==> src/rtl/bcd_updown_counter_n.sv <==
// bcd_updown_counter_n: N-digit BCD up/down counter on the 1 Hz timebase.
// Parallel load with per-nibble clamp to 9, terminal-count flag, a buzzer
// pulse of programmable length, and an optional halt-at-terminal mode.
// Ports:
//   clk_1Hz      counting clock
//   reset        asynchronous, active-high reset
//   load_i       synchronous load strobe (highest priority after reset)
//   load_val_i   packed BCD value to load
//   updown_i     1 = count up, 0 = count down
//   stop_i       1 = hold the count
//   digits_o     current count, digit k at [4k+3:4k]
//   tc_o         terminal count (all 9s up / all 0s down), combinational
//   halted_o     high while halted at terminal (AUTO_RELOAD=0 only)
//   buzzer_o     terminal-count alarm pulse, BUZZ_LEN cycles long
module bcd_updown_counter_n #(
    parameter int unsigned NDIG        = 2,
    parameter int unsigned BUZZ_LEN    = 1,
    parameter int unsigned AUTO_RELOAD = 1
) (
    input  logic                clk_1Hz,
    input  logic                reset,
    input  logic                load_i,
    input  logic [4*NDIG-1:0]   load_val_i,
    input  logic                updown_i,
    input  logic                stop_i,
    output logic [4*NDIG-1:0]   digits_o,
    output logic                tc_o,
    output logic                halted_o,
    output logic                buzzer_o
);

    localparam int unsigned DW = 4 * NDIG;
    localparam int unsigned BW = 4;

    typedef enum logic {
        RUN  = 1'b0,
        HALT = 1'b1
    } state_t;

    state_t          state_q;
    logic [DW-1:0]   digits_q;
    logic [BW-1:0]   buzz_q;
    logic [BW-1:0]   buzz_d;
    logic            buzzer_q;
    logic [DW-1:0]   count_c;
    logic [DW-1:0]   load_clamp_c;
    logic            all9_c;
    logic            all0_c;
    logic            term_evt_c;

    // Load value with any nibble above 9 forced to 9.
    always_comb begin
        load_clamp_c = '0;
        for (int unsigned k = 0; k < NDIG; k++) begin
            if (load_val_i[4*k +: 4] > 4'd9) begin
                load_clamp_c[4*k +: 4] = 4'd9;
            end else begin
                load_clamp_c[4*k +: 4] = load_val_i[4*k +: 4];
            end
        end
    end

    // Ripple BCD increment/decrement; the carry/borrow out of the top digit
    // is dropped, which gives the natural all-9s <-> all-0s wrap.
    always_comb begin
        logic       carry;
        logic [3:0] nib;
        count_c = digits_q;
        all9_c  = 1'b1;
        all0_c  = 1'b1;
        carry   = 1'b1;
        for (int unsigned k = 0; k < NDIG; k++) begin
            nib = digits_q[4*k +: 4];
            if (nib != 4'd9) all9_c = 1'b0;
            if (nib != 4'd0) all0_c = 1'b0;
            if (carry) begin
                if (updown_i) begin
                    count_c[4*k +: 4] = (nib == 4'd9) ? 4'd0 : nib + 4'd1;
                    carry             = (nib == 4'd9);
                end else begin
                    count_c[4*k +: 4] = (nib == 4'd0) ? 4'd9 : nib - 4'd1;
                    carry             = (nib == 4'd0);
                end
            end
        end
    end

    assign tc_o       = updown_i ? all9_c : all0_c;
    assign term_evt_c = (state_q == RUN) && !stop_i && tc_o;

    // Buzz counter holds the remaining pulse cycles including the current one.
    always_comb begin
        buzz_d = '0;
        if (load_i) begin
            buzz_d = '0;
        end else if (term_evt_c) begin
            buzz_d = BW'(BUZZ_LEN);
        end else if (buzz_q != '0) begin
            buzz_d = buzz_q - BW'(1);
        end
    end

    // State, count and buzzer registers.
    always_ff @(posedge clk_1Hz or posedge reset) begin
        if (reset) begin
            state_q  <= RUN;
            digits_q <= '0;
            buzz_q   <= '0;
            buzzer_q <= 1'b0;
        end else begin
            buzz_q   <= buzz_d;
            buzzer_q <= (buzz_d != '0);
            if (load_i) begin
                digits_q <= load_clamp_c;
                state_q  <= RUN;
            end else begin
                case (state_q)
                    RUN: begin
                        if (!stop_i) begin
                            if (tc_o && (AUTO_RELOAD == 0)) begin
                                state_q <= HALT;
                            end else begin
                                digits_q <= count_c;
                            end
                        end
                    end
                    HALT: begin
                        state_q <= HALT;
                    end
                    default: begin
                        state_q <= RUN;
                    end
                endcase
            end
        end
    end

    assign digits_o = digits_q;
    assign buzzer_o = buzzer_q;
    assign halted_o = (state_q == HALT);

endmodule

==> config.mk <==
export PLATFORM = sky130hd
export DESIGN_NAME = bcd_updown_counter_n
export DESIGN_NICKNAME = d
export VERILOG_FILES = /design/src/rtl/bcd_updown_counter_n.sv
export SDC_FILE = /design/constraint.sdc
export NUM_CORES = 1
export LEC_CHECK = 0
export BUFFER_PORTS_ARGS = -buffer_cell sky130_fd_sc_hd__buf_2
export CORE_MARGIN = 10
export CORE_UTILIZATION = 40
export DETAILED_ROUTE_END_ITERATION = 10
export PLACE_DENSITY = 0.74
export RECOVER_POWER = 100
export SLEW_MARGIN = 20
export SYNTH_ARGS = -nofsm -noshare
export SYNTH_HDL_FRONTEND = slang
export SYNTH_SLANG_ARGS = --single-unit
==> constraint.sdc <==
create_clock -name clk_1Hz -period 2 [get_ports clk_1Hz]
set_input_delay 0.1 -clock clk_1Hz [delete_from_list [all_inputs] [get_ports clk_1Hz]]
set_output_delay 0.1 -clock clk_1Hz [all_outputs]
set_load 0.05 [all_outputs]
# --- After elaboration in Yosys (flattened, before gate mapping) ---
# Index checks and enable logic that the tools add are counted.
word_totals:
  register_bits: 14
  latch_bits: 0
  mem_bits_rw: 0
  rom_bits: 0
  inputBits: 13
  output_inout_bits: 11
  elab_cells: 54
  mem_count: 0
classes:
  add_sub_neg: 5
  mul: 0
  div_mod_pow: 0
  order_cmp: 2
  eq_ne: 6
  n_shift: 0
  mux: 23
  bitwise_logic: 1
  reduce_logical: 12
op_table:
  columns: ["cell", "count"]
  rows:
  - ["4-bit 2-to-1 mux", 12]
  - ["8-bit 2-to-1 mux", 3]
  - ["4-bit nonzero test", 4]
  - ["4-bit by 1-bit subtractor with 4-bit output (second input constant)", 3]
  - ["4-bit by 1-bit adder with 4-bit output (second input constant)", 2]
  - ["4-bit equality test (second input constant)", 2]
  - ["4-bit > comparator (second input constant)", 2]
  - ["4-bit logical NOT", 2]
  - ["1-bit 2-to-1 mux", 8]
  - ["4-bit != test (second input constant)", 2]
  - ["2-bit != test (second input constant)", 2]
  - ["3-bit AND reduction", 1]
  - ["1-bit logical AND", 2]
  - ["2-bit AND reduction", 1]
  - ["2-bit nonzero test", 1]
  - ["1-bit logical NOT", 1]
  - ["1-bit inverter", 1]

# --- Depth between registers and ports, before layout ---
depth:
  word_depth: 8
  depth_mapped: 6
  ltp_nobuf: 6

# --- Worst setup path before layout ---
# OpenSTA, ideal clock, no wires.
synth_timing:
  path_kind: "register to register"
  startpoint: "register digits_q[1] (netlist: digits_o[1])"
  endpoint: "register buzz_q[0]"
  setup_ns: 0.068
  arrival_time_ns: 2.188
  required_ns: 1.932
  path_slack_ns: -0.256
  path_stages_with_launch: 6
  path_buffers: 1
  period_less_slack_ns: 2.256
  path_cell_list: "dfrtp_1 buf_2 or4_1 nor3_1 o21a_1 a32o_1"
synth_via:
  elab_chain_cells: 7
  elab_cells_between_ends: 10
  classes_between: "eq/ne: 1; mux: 7; reduce/logical: 2"
synth_lines:
  columns: ["item", "line_no", "rtl"]
  rows:
  - ["from (decl)", "41", "logic [DW-1:0] digits_q;"]
  - ["from (signal assigned)", "114", "digits_q <= load_clamp_c;"]
  - ["from (signal assigned)", "123", "digits_q <= count_c;"]
  - ["4-bit != test or 4-bit nonzero test (tied branches)", "74, 75", null]
  - ["1-bit 2-to-1 mux, on equally long branches (2 in a row)", "74, 75", null]
  - ["1-bit 2-to-1 mux (*)", "88", "assign tc_o = updown_i ? all9_c : all0_c;"]
  - ["net tc_o", "27", "output logic tc_o,"]
  - ["1-bit logical AND (*)", "89", "assign term_evt_c = (state_q == RUN) && !stop_i && tc_o;"]
  - ["4-bit 2-to-1 mux (*)", "96", "end else if (term_evt_c) begin"]
  - ["4-bit 2-to-1 mux (*)", "94", "if (load_i) begin"]
  - ["net buzz_d[0]", "43", "logic [BW-1:0] buzz_d;"]
  - ["to (signal assigned)", "111", "buzz_q <= buzz_d;"]
  - ["to (decl)", "42", "logic [BW-1:0] buzz_q;"]
# The timed path passes the listed nets; every way through them passes the cells marked *.
# A chain may end at the register's enable or synchronous reset.

# --- Final worst setup path ---
layout_timing:
  startpoint: "register digits_q[0] (netlist: digits_o[0])"
  endpoint: "output port tc_o"
layout_via:
  elab_chain_cells: 4
  elab_cells_between_ends: 7
  classes_between: "eq/ne: 1; mux: 5; reduce/logical: 1"
layout_lines:
  columns: ["item", "line_no"]
  rows:
  - ["4-bit != test or 4-bit nonzero test (tied branches)", "74, 75"]
  - ["1-bit 2-to-1 mux, on equally long branches (2 in a row)", "74, 75"]
  - ["1-bit 2-to-1 mux (*)", "88"]
  - ["to (decl)", "27"]
# Every way passes the cells marked *; elsewhere a longest branch is shown, timed or not.

==> results_dict.tcl <==
set metrics [dict create \
    max_slew.worst_pin.slew_ns 0.610 \
    cts_tree "done" \
    worst_slack_ns 0.0895 \
    viasPerCell 5.65 \
    synth.area.top_cells "dfrtp_1 (31%), inv_1 (3.9%), a21oi_1 (3.3%)" \
    dp_hpwl_mm 2.03 \
    grt_max_degree 20 \
    yosysTopAreaCell "dfrtp_1" \
    p_sw_uw 481 \
    synthFlopType "dfrtp_1" \
    maxSlewViolCount 0 \
    stdcell_area_sq_um 1200 \
    antenna_found_initial 0 \
    drt_iter0_drc 94 \
    endpoint_kind "primary output" \
    p_int_uw 586 \
    multiInputGateArea_sq_um 628 \
    num_antenna_cells 0 \
    yosysWarningCount 0 \
    die_h_um 71.4 \
    syn2layout_area_growth_pct 13.3 \
    clk_path_buf_depth 2 \
    grt_pass1_vias 994 \
    ant_nets 0 \
    place_congestion 0.822 \
    wirelength_mm 2.62 \
    synth-seq-cells 13 \
    maxCapViolCount 0 \
    globalRouteOverflowTotal 0 \
    hold_path_class "in -> reg" \
    grt_usage_pct 10.3 \
    fin_worst_hold_slack_ns 0.0661 \
    layout.area.seq_sq_um 328 \
    preCtsSetupSlack_ns 0.199 \
    numCtsBuffers 3 \
    utilization_pct 47.8 \
    syn_area_sq_um 1060 \
    p_total_mw 1.07 \
    synth_common_cells "dfrtp_1 (13), inv_1 (11), nor2_1 (9)" \
    drcViolationCount 0 \
    drive_gt1_share_pct 19.5 \
    timing.final.crit_share_pct 95.5 \
    dieWidth_um 71.4 \
    grt_pass1_wl_mm 4.55 \
    rsz0062_at_grt "no" \
    synth.yosys.seq_area_share_pct 30.8 \
    final-hold-violation-count 0 \
    cp_cell_sequence "or4_1, nor3_2, o21a_2, buf_4" \
    avgSynthCellArea_sq_um 8.00 \
    yosysTopAreaCellShare_pct 30.8 \
    cts.root.buffer_cell "clkbuf_4" \
    crit_path_start_kind "flop" \
    pwr-share-comb_pct 47.2 \
    critPathMaxStageDelay_ns 0.59 \
    clkSinkCount 13 \
    syn-num-nets 147 \
    fin_tns_setup_ns 0 \
    crit_arrival_ns 1.81 \
    dp.cells 174 \
    fin_skew_ns 0.00994 \
    critPathKind "reg -> out" \
    synth-edff-count 0 \
    critPathSlowestCell "or4_1" \
    wl_per_cell_um 14.6 \
    crit_required_ns 1.90 \
    initial_core_util_pct 42.2 \
    fillerInstances 253 \
    portBuffers 22 \
    dieArea_sq_um 5100 \
    coreArea_sq_um 2500 \
    share_clk_of_total_power_pct 15.6 \
    power_density_nw_per_um2 891 \
    layout.nets 165 \
    p_sw_share_pct 45.1 \
    synth_cell_types 47 \
    slew-limit-headroom_pct 59.5 \
    vias 1012 \
    place_area_sq_um 1170 \
    setup_viol 0 \
    dr.pass1.iters 4 \
    cts_htree_levels 1 \
    synthArstFlopShare_pct 100 \
    fmax_ghz 0.523 \
    std_cell_rows 18 \
    status "complete, no violations" \
    p_seq_share_pct 37.2 \
    io_pins 24 \
    clk_pin_slew_ns 0.09 \
    p_leak_nw 0.512 \
    synth_most_common_cell "dfrtp_1" \
    insertion_delay_ns 0.28 \
    worstPathMaxFanout 7 \
    synth_cells 132 \
    period_needed_ns 1.91 \
    ir_drop_uv 499 \
    final_cells 179 \
]
## worst paths after layout
kind / start / endpoint / slack, ns / cells after the start
max reg2reg: digits_o[3] / digits_o[7] / 0.16 / 4
max in group asynchronous: reset / digits_o[3] / 1.23 / 3
min reg2reg: buzz_q[3] / buzzer_o / 0.58 / 1
min: load_val_i[4] / digits_o[4] / 0.07 / 3
min in group asynchronous: reset / digits_o[6] / 0.38 / 3
max: digits_o[0] / tc_o / 0.09 / 4
## state kept, by name, summed over array words and instances, names as in the netlist
signal    flops
buzz_q        4
digits_o      8
buzzer_o      1
## cells by family (layout without fill, tap and decap cells)
kind of cell,Yosys count,after routing,synth area share (%)
xor+xnor,7,7,5.81
mux,2,2,2.01
other cells,1,1,0.355
buf+inv,24,41,9.84
flops,13,13,30.8
compound gates,39,39,26.3
simple gates,44,44,22.5
fa+ha+maj,2,2,2.37
## power by group through the flow
stage | combinational, mW | clock, mW | sequential [mW]
global placement | 0.494 | 0 | 0.396
detailed placement | 0.514 | 0 | 0.400
floorplan | 0.342 | 0 | 0.461
finish | 0.503 | 0.167 | 0.397
global route | 0.567 | 0.181 | 0.407
CTS | 0.518 | 0.173 | 0.395
## metal layers
metal / GRT usage, % / vias to the layer above / share of wire, %
met5: 0 / - / 0
met2: 16.0 / 28 / 46
met4: 3.23 / 0 / 0
met1: 13.2 / 484 / 47
met3: 3.17 / 0 / 6.3
li1: - / 500 / -
## critical path: cells and delay by family, from the launching register on
kind                   cells  cell delay (ns)
and+or+nand+nor            2             0.75
DFF                        1             0.44
buffers and inverters      1             0.19
AOI/OAI and AO/OA          1             0.15
## cells in the final DEF (no fill, tap or decap), drive strengths merged, types with 5 or more instances in the layout
| master | instances |
|---|---|
| dfrtp | 13 |
| inv | 11 |
| clkbuf | 12 |
| nor2 | 9 |
| o21ai | 10 |
| a21oi | 7 |
| nor3 | 5 |
| buf | 16 |
| nand2 | 8 |
## repair_timing
| action | 4_1_cts | 5_1_grt |
|---|---|---|
| endpoints found under the setup margin | 1 | 0 |
| hold buffers | 1 | 0 |
| endpoints found under the hold margin | 13 | 0 |
| gates resized for setup | 2 | 0 |
| setup buffers | 0 | 0 |
## area by class of cell
| class | count | share of cell area [%] |
|---|---|---|
| inverter | 11 | 3.45 |
| timing repair buffer | 26 | 11.2 |
| multi-input combinational | 95 | 52.5 |
| clock buffer | 3 | 1.88 |
| clock inverter | 1 | 0.418 |
| sequential | 13 | 27.4 |
| tap | 30 | 3.14 |
Power figures use the tool's default switching activity.
